File: config.mk
export PLATFORM = sky130hd
export DESIGN_NAME = saber_cmd_decoder
export DESIGN_NICKNAME = d
export VERILOG_FILES = /design/src/rtl/saber_cmd_decoder.sv
export SDC_FILE = /design/constraint.sdc
export NUM_CORES = 1
export LEC_CHECK = 0
export BUFFER_PORTS_ARGS = -buffer_cell sky130_fd_sc_hd__buf_4
export CAP_MARGIN = 20
export CORE_UTILIZATION = 50
export CTS_CLUSTER_DIAMETER = 80
export DETAILED_ROUTE_END_ITERATION = 12
export PLACE_DENSITY = 0.88
export SLEW_MARGIN = 20
export SYNTH_ARGS = -nofsm -noshare
export SYNTH_HDL_FRONTEND = slang
export SYNTH_SLANG_ARGS = --single-unit
File: constraint.sdc
create_clock -name clk -period 2.4 [get_ports clk]
set_input_delay 0.48 -clock clk [delete_from_list [all_inputs] [get_ports clk]]
set_output_delay 0.48 -clock clk [all_outputs]
set_load 0.05 [all_outputs]
File: src/rtl/saber_cmd_decoder.sv
// Command decoder for the Saber compute core: latches host operands and lengths,
// starts one functional unit per command and holds per-unit done levels until cleared.
module saber_cmd_decoder #(
  parameter int NUNITS = 11,
  parameter int AW     = 10
) (
  input  logic              clk,
  input  logic              rst,
  input  logic [34:0]       command_in,
  input  logic              command_we0,
  input  logic              command_we1,
  input  logic [NUNITS-1:0] unit_done,
  output logic [NUNITS-1:0] unit_start,
  output logic              unit_clr,
  output logic [AW-1:0]     dst_addr,
  output logic [AW-1:0]     src1_addr,
  output logic [AW-1:0]     src2_addr,
  output logic              shake_mode,
  output logic [15:0]       in_len,
  output logic [15:0]       out_len,
  output logic [NUNITS-1:0] done,
  output logic              busy,
  output logic              err_illegal
);

  typedef enum logic [1:0] {
    S_IDLE,
    S_BUSY,
    S_DONE
  } state_e;

  state_e            state_q, state_d;
  logic [NUNITS-1:0] active_q, active_d;
  logic [NUNITS-1:0] start_q, start_d;
  logic [NUNITS-1:0] done_q, done_d;
  logic              clr_q, clr_d;
  logic [AW-1:0]     dst_q, dst_d;
  logic [AW-1:0]     src1_q, src1_d;
  logic [AW-1:0]     src2_q, src2_d;
  logic              mode_q, mode_d;
  logic [15:0]       in_len_q, in_len_d;
  logic [15:0]       out_len_q, out_len_d;
  logic              busy_q, busy_d;
  logic              err_q, err_d;

  logic [4:0]        op;
  logic              op_zero;
  logic              op_legal;
  logic [NUNITS-1:0] op_onehot;

  assign op      = command_in[4:0];
  assign op_zero = (op == 5'd0);

  always_comb begin
    op_onehot = '0;
    op_legal  = 1'b1;
    case (op)
      5'd1, 5'd3: op_onehot[0]  = 1'b1;
      5'd6:       op_onehot[1]  = 1'b1;
      5'd7:       op_onehot[2]  = 1'b1;
      5'd8:       op_onehot[3]  = 1'b1;
      5'd9:       op_onehot[4]  = 1'b1;
      5'd10:      op_onehot[5]  = 1'b1;
      5'd12:      op_onehot[6]  = 1'b1;
      5'd13:      op_onehot[7]  = 1'b1;
      5'd14:      op_onehot[8]  = 1'b1;
      5'd15:      op_onehot[9]  = 1'b1;
      5'd16:      op_onehot[10] = 1'b1;
      default:    op_legal      = 1'b0;
    endcase
  end

  always_comb begin
    state_d   = state_q;
    active_d  = active_q;
    start_d   = '0;
    clr_d     = 1'b0;
    done_d    = done_q;
    err_d     = err_q;
    dst_d     = dst_q;
    src1_d    = src1_q;
    src2_d    = src2_q;
    mode_d    = mode_q;
    in_len_d  = in_len_q;
    out_len_d = out_len_q;

    unique case (state_q)
      S_IDLE: begin
        if (command_we0 && !op_zero) begin
          if (op_legal) begin
            dst_d    = command_in[25 +: AW];
            src2_d   = command_in[15 +: AW];
            src1_d   = command_in[5 +: AW];
            mode_d   = (op == 5'd3);
            start_d  = op_onehot;
            active_d = op_onehot;
            state_d  = S_BUSY;
          end else begin
            err_d   = 1'b1;
            state_d = S_DONE;
          end
        end
      end
      S_BUSY: begin
        // An abort in the same cycle as the unit's completion takes priority.
        if (command_we0 && op_zero) begin
          clr_d    = 1'b1;
          active_d = '0;
          state_d  = S_IDLE;
        end else if (|(unit_done & active_q)) begin
          done_d  = done_q | active_q;
          state_d = S_DONE;
        end
      end
      S_DONE: begin
        if (command_we0 && op_zero) begin
          done_d   = '0;
          err_d    = 1'b0;
          active_d = '0;
          state_d  = S_IDLE;
        end
      end
      default: state_d = S_IDLE;
    endcase

    if (command_we1 && (state_q != S_BUSY)) begin
      in_len_d  = command_in[15:0];
      out_len_d = command_in[31:16];
    end

    busy_d = (state_d == S_BUSY);
  end

  always_ff @(posedge clk or negedge rst) begin
    if (!rst) begin
      state_q   <= S_IDLE;
      active_q  <= '0;
      start_q   <= '0;
      clr_q     <= 1'b0;
      done_q    <= '0;
      err_q     <= 1'b0;
      dst_q     <= '0;
      src1_q    <= '0;
      src2_q    <= '0;
      mode_q    <= 1'b0;
      in_len_q  <= '0;
      out_len_q <= '0;
      busy_q    <= 1'b0;
    end else begin
      state_q   <= state_d;
      active_q  <= active_d;
      start_q   <= start_d;
      clr_q     <= clr_d;
      done_q    <= done_d;
      err_q     <= err_d;
      dst_q     <= dst_d;
      src1_q    <= src1_d;
      src2_q    <= src2_d;
      mode_q    <= mode_d;
      in_len_q  <= in_len_d;
      out_len_q <= out_len_d;
      busy_q    <= busy_d;
    end
  end

  assign unit_start  = start_q;
  assign unit_clr    = clr_q;
  assign dst_addr    = dst_q;
  assign src1_addr   = src1_q;
  assign src2_addr   = src2_q;
  assign shake_mode  = mode_q;
  assign in_len      = in_len_q;
  assign out_len     = out_len_q;
  assign done        = done_q;
  assign busy        = busy_q;
  assign err_illegal = err_q;

endmodule

==> flow_summary_export.csv <==
group,metric,value,unit
routing,dr.first_iter.drc_count,171,
routing,via_per_inst,5.46,
grt,grt_start_max_net_pins,54,
final_layout,drive_gt1_share,52.7,%
power_and_ir_drop,max-vdd-ir-drop,1.10,mV
routing,route.detailed.drc,0,
yosys,synth_seq_area_share,62.9,%
yosys,synth_top_area_share,62.9,%
flow_run,maxCapViolations,0,
die,die_h,91.7,um
yosys,yosysWarnings,0,
clock_network,htreeDepth,3,
timing,setup-tns-final,0,ns
outcome,outcome,"finished clean",
clock_network,cts_tree,"yes",
grt,grt_pass1_vias,2957,
final_layout,area.growth.synth_to_final,33.9,%
die,start_util,51.8,%
worst_setup_path,worstPathArrival,2.40,ns
yosys,synth_cell_types,38,
timing,timing.slew.headroom,54.2,%
min_path,hold_class,"input port to flip-flop",
timing,setup_slack,0.298,ns
final_layout,antennaDiodeCount,0,
final_layout,nets,474,
routing,first_pass_iters,4,
worst_setup_path,start_kind,"flip-flop",
worst_setup_path,regToRegEndpoint,"done[9]",
min_path,min_to,"in_len[14]",
clock_network,root_buffer,"clkbuf_8",
worst_setup_path,ff2ff_path_depth,6,
yosys,syn-cell-area,4020,um^2
timing,setup_viol,0,
placement,post-place-ws,0.317,ns
die,dieArea,8410,um^2
yosys,synth_seq_cells,101,
grt,antenna_found_initial,0,
timing,fmax,0.476,GHz
worst_setup_path,regToRegSetupSlack,0.30,ns
timing,finalCritPeriodShare,87.6,%
worst_setup_path,critPathMaxFanout,11,
routing,routedWlPerCell,17.7,um
power_and_ir_drop,powerDensity,1310,nW/um^2
yosys,ys_top_cells_by_area,"dfrtp_1 (63%), mux2_2 (16%), a22o_1 (3.9%)",
yosys,syn_inst,279,
worst_setup_path,critPathKind,"flip-flop to flip-flop",
grt,track_usage,23.5,%
worst_setup_path,required,2.70,ns
die,row_count,32,
final_layout,design_area,5380,um^2
clock_network,clock-sinks,101,
die,ios,138,
grt,grt_pass1_wl,15200,um
clock_network,cts_setup_buffers,0,
die,fp.dieW,91.7,um
clock_network,cts_buffer_depth,2,
yosys,syn_avg_cell_area,14.4,um^2
clock_network,clk_pin_slew,0.10,ns
clock_network,post_cts.resized_instances,0,
timing,finalHoldViolCount,0,
placement,io_buffers,137,
timing,finalClockSkew,0.00726,ns
clock_network,hold_buffers,1,
placement,hpwl,6890,um
routing,wl,9320,um
power_and_ir_drop,leakagePower,0.00259,uW
yosys,yosysTopAreaCell,"dfrtp_1",
clock_network,cts_buffers,9,
timing,tightest_slew,0.685,ns
yosys,syn_nets,333,
min_path,hold_start,"command_in[14]",
routing,ant_nets,0,
routing,vias,2877,
placement,placed_cell_area,5180,um^2
timing,slew_viol_final,0,
clock_network,worstSkewPairLatency,0.36,ns
min_path,holdPathStages,2,
worst_setup_path,crit_path_end_kind,"flip-flop",
timing,rsz0062_at_grt,"no",
timing,period_needed,2.10,ns
worst_setup_path,rr_startpoint,"state_q[1]",
grt,overflow,0,
final_layout,n_fill_cell,555,
placement,gp_congestion,0.833,
die,core-area,7770,um^2
-- Yosys cell counts --
| cell type | number |
|---|---|
| a22o_1 | 18 |
| a21o_1 | 2 |
| nand2_2 | 1 |
| a221oi_1 | 3 |
| dfrtp_1 | 101 |
| nor3_1 | 7 |
| nand3_1 | 4 |
| ha_1 | 4 |
| nor2b_1 | 6 |
| nand3b_1 | 2 |
| a22oi_1 | 3 |
| nor3_4 | 1 |
| a32o_1 | 4 |
| buf_6 | 2 |
| nand2_1 | 7 |
| buf_2 | 6 |
| nand4b_1 | 1 |
| nor2b_2 | 1 |
| o211ai_2 | 1 |
| o211a_1 | 1 |
| o31ai_1 | 1 |
| mux2_2 | 56 |
| mux2_1 | 6 |
| nor2_1 | 12 |
| and3_1 | 2 |
| nor2_4 | 1 |
| nand4_1 | 1 |
| buf_1 | 3 |
| nand2b_1 | 4 |
| clkbuf_1 | 2 |
| a21boi_1 | 1 |
| inv_1 | 2 |
| a31oi_2 | 1 |
| o21ai_0 | 4 |
| and2_1 | 4 |
| a222oi_1 | 1 |
| or3_1 | 1 |
| nor3_2 | 2 |
-- layout make-up --
cell class,count,area [um^2],share of cell area [%]
clock inverter,4,28.8,0.535
tap,102,128,2.37
clock buffer,12,165,3.07
sequential,101,2530,47.0
inverter,2,7.51,0.139
multi-input combinational,163,1430,26.5
timing repair buffer,143,1100,20.5
-- cell usage in the layout (no fill, tap or decap), drive strengths merged --
cell	instances
and2	4
nand2	8
dfrtp	101
clkinvlp	2
buf	142
nor2b	7
nand3b	2
a32o	4
nor2	13
and3	2
nand3	4
or3	1
o21ai	4
o211a	1
a22o	18
clkinv	1
clkbuf	12
nand2b	4
o31ai	1
a31oi	1
a22oi	3
ha	4
a222oi	1
mux2	62
a21o	2
nand4b	1
a221oi	3
a21boi	1
nand4	1
o211ai	1
dlygate4sd3	1
inv	3
nor3	10
-- layer usage --
| metal | vias up | track usage (%) | part of all wire [%] |
|---|---|---|---|
| met5 | - | 0 | 0 |
| met4 | 0 | 6.75 | 0.98 |
| met3 | 10 | 8.46 | 8.6 |
| met2 | 131 | 38.5 | 50 |
| met1 | 1446 | 29.4 | 41 |
| li1 | 1290 | - | - |
-- worst max path at each step --
stage | endpoint | start | slack [ns] | cells past startpoint
2_1_floorplan | active_q[2] | state_q[0] | 0.52 | 9
3_3_place_gp | active_q[10] | command_in[4] | 0.38 | 7
3_5_place_dp | done[9] | command_in[4] | 0.32 | 7
4_1_cts | done[9] | state_q[1] | 0.31 | 6
5_1_grt | done[4] | state_q[1] | 0.16 | 6
6_report | done[9] | state_q[1] | 0.30 | 6
-- critical path, stage by stage (launching register included) --
cell and delay (ns):
dfrtp_1 0.43, inv_1 0.10, ha_1 0.29, and2_1 0.18, a21boi_1 0.22, nor2b_1 0.59
a22o_1 0.23
-- where the power goes --
part           internal [uW]  switching, uW
clock                    464            565
sequential              2190            295
combinational           1190           2360
total                   3850           3220
-- flip-flops by register name (all words and copies together), names as in the netlist, 10 cells and up --
| signal | flops |
|---|---|
| active_q | 11 |
| done | 11 |
| dst_addr | 10 |
| in_len | 16 |
| out_len | 16 |
| src1_addr | 10 |
| src2_addr | 10 |
| unit_start | 11 |
-- cells by family (layout without fill, tap and decap cells) --
kind of cell	Yosys count	after routing	share of synthesized area, %
adder cells (fa/ha/maj)	4	4	1.24
buffers and inverters	15	161	1.96
flip-flops	101	101	62.8
multiplexers	62	62	17.4
AND/OR/NAND/NOR	57	57	8.09
AO/OA/AOI/OAI	40	40	8.49
-- metrics by stage --
stage	total power (uW)	std cells	util, %	hold WS, ns
final	7060	527	69.3	0.340
after detailed placement	6070	510	66.7	0.388
after floorplan	4950	279	-	0.184
after global placement	5960	510	66.7	0.379
after global routing	7350	527	69.3	0.327
after CTS	7090	527	69.3	0.334
(Power assumes the default switching activity.)
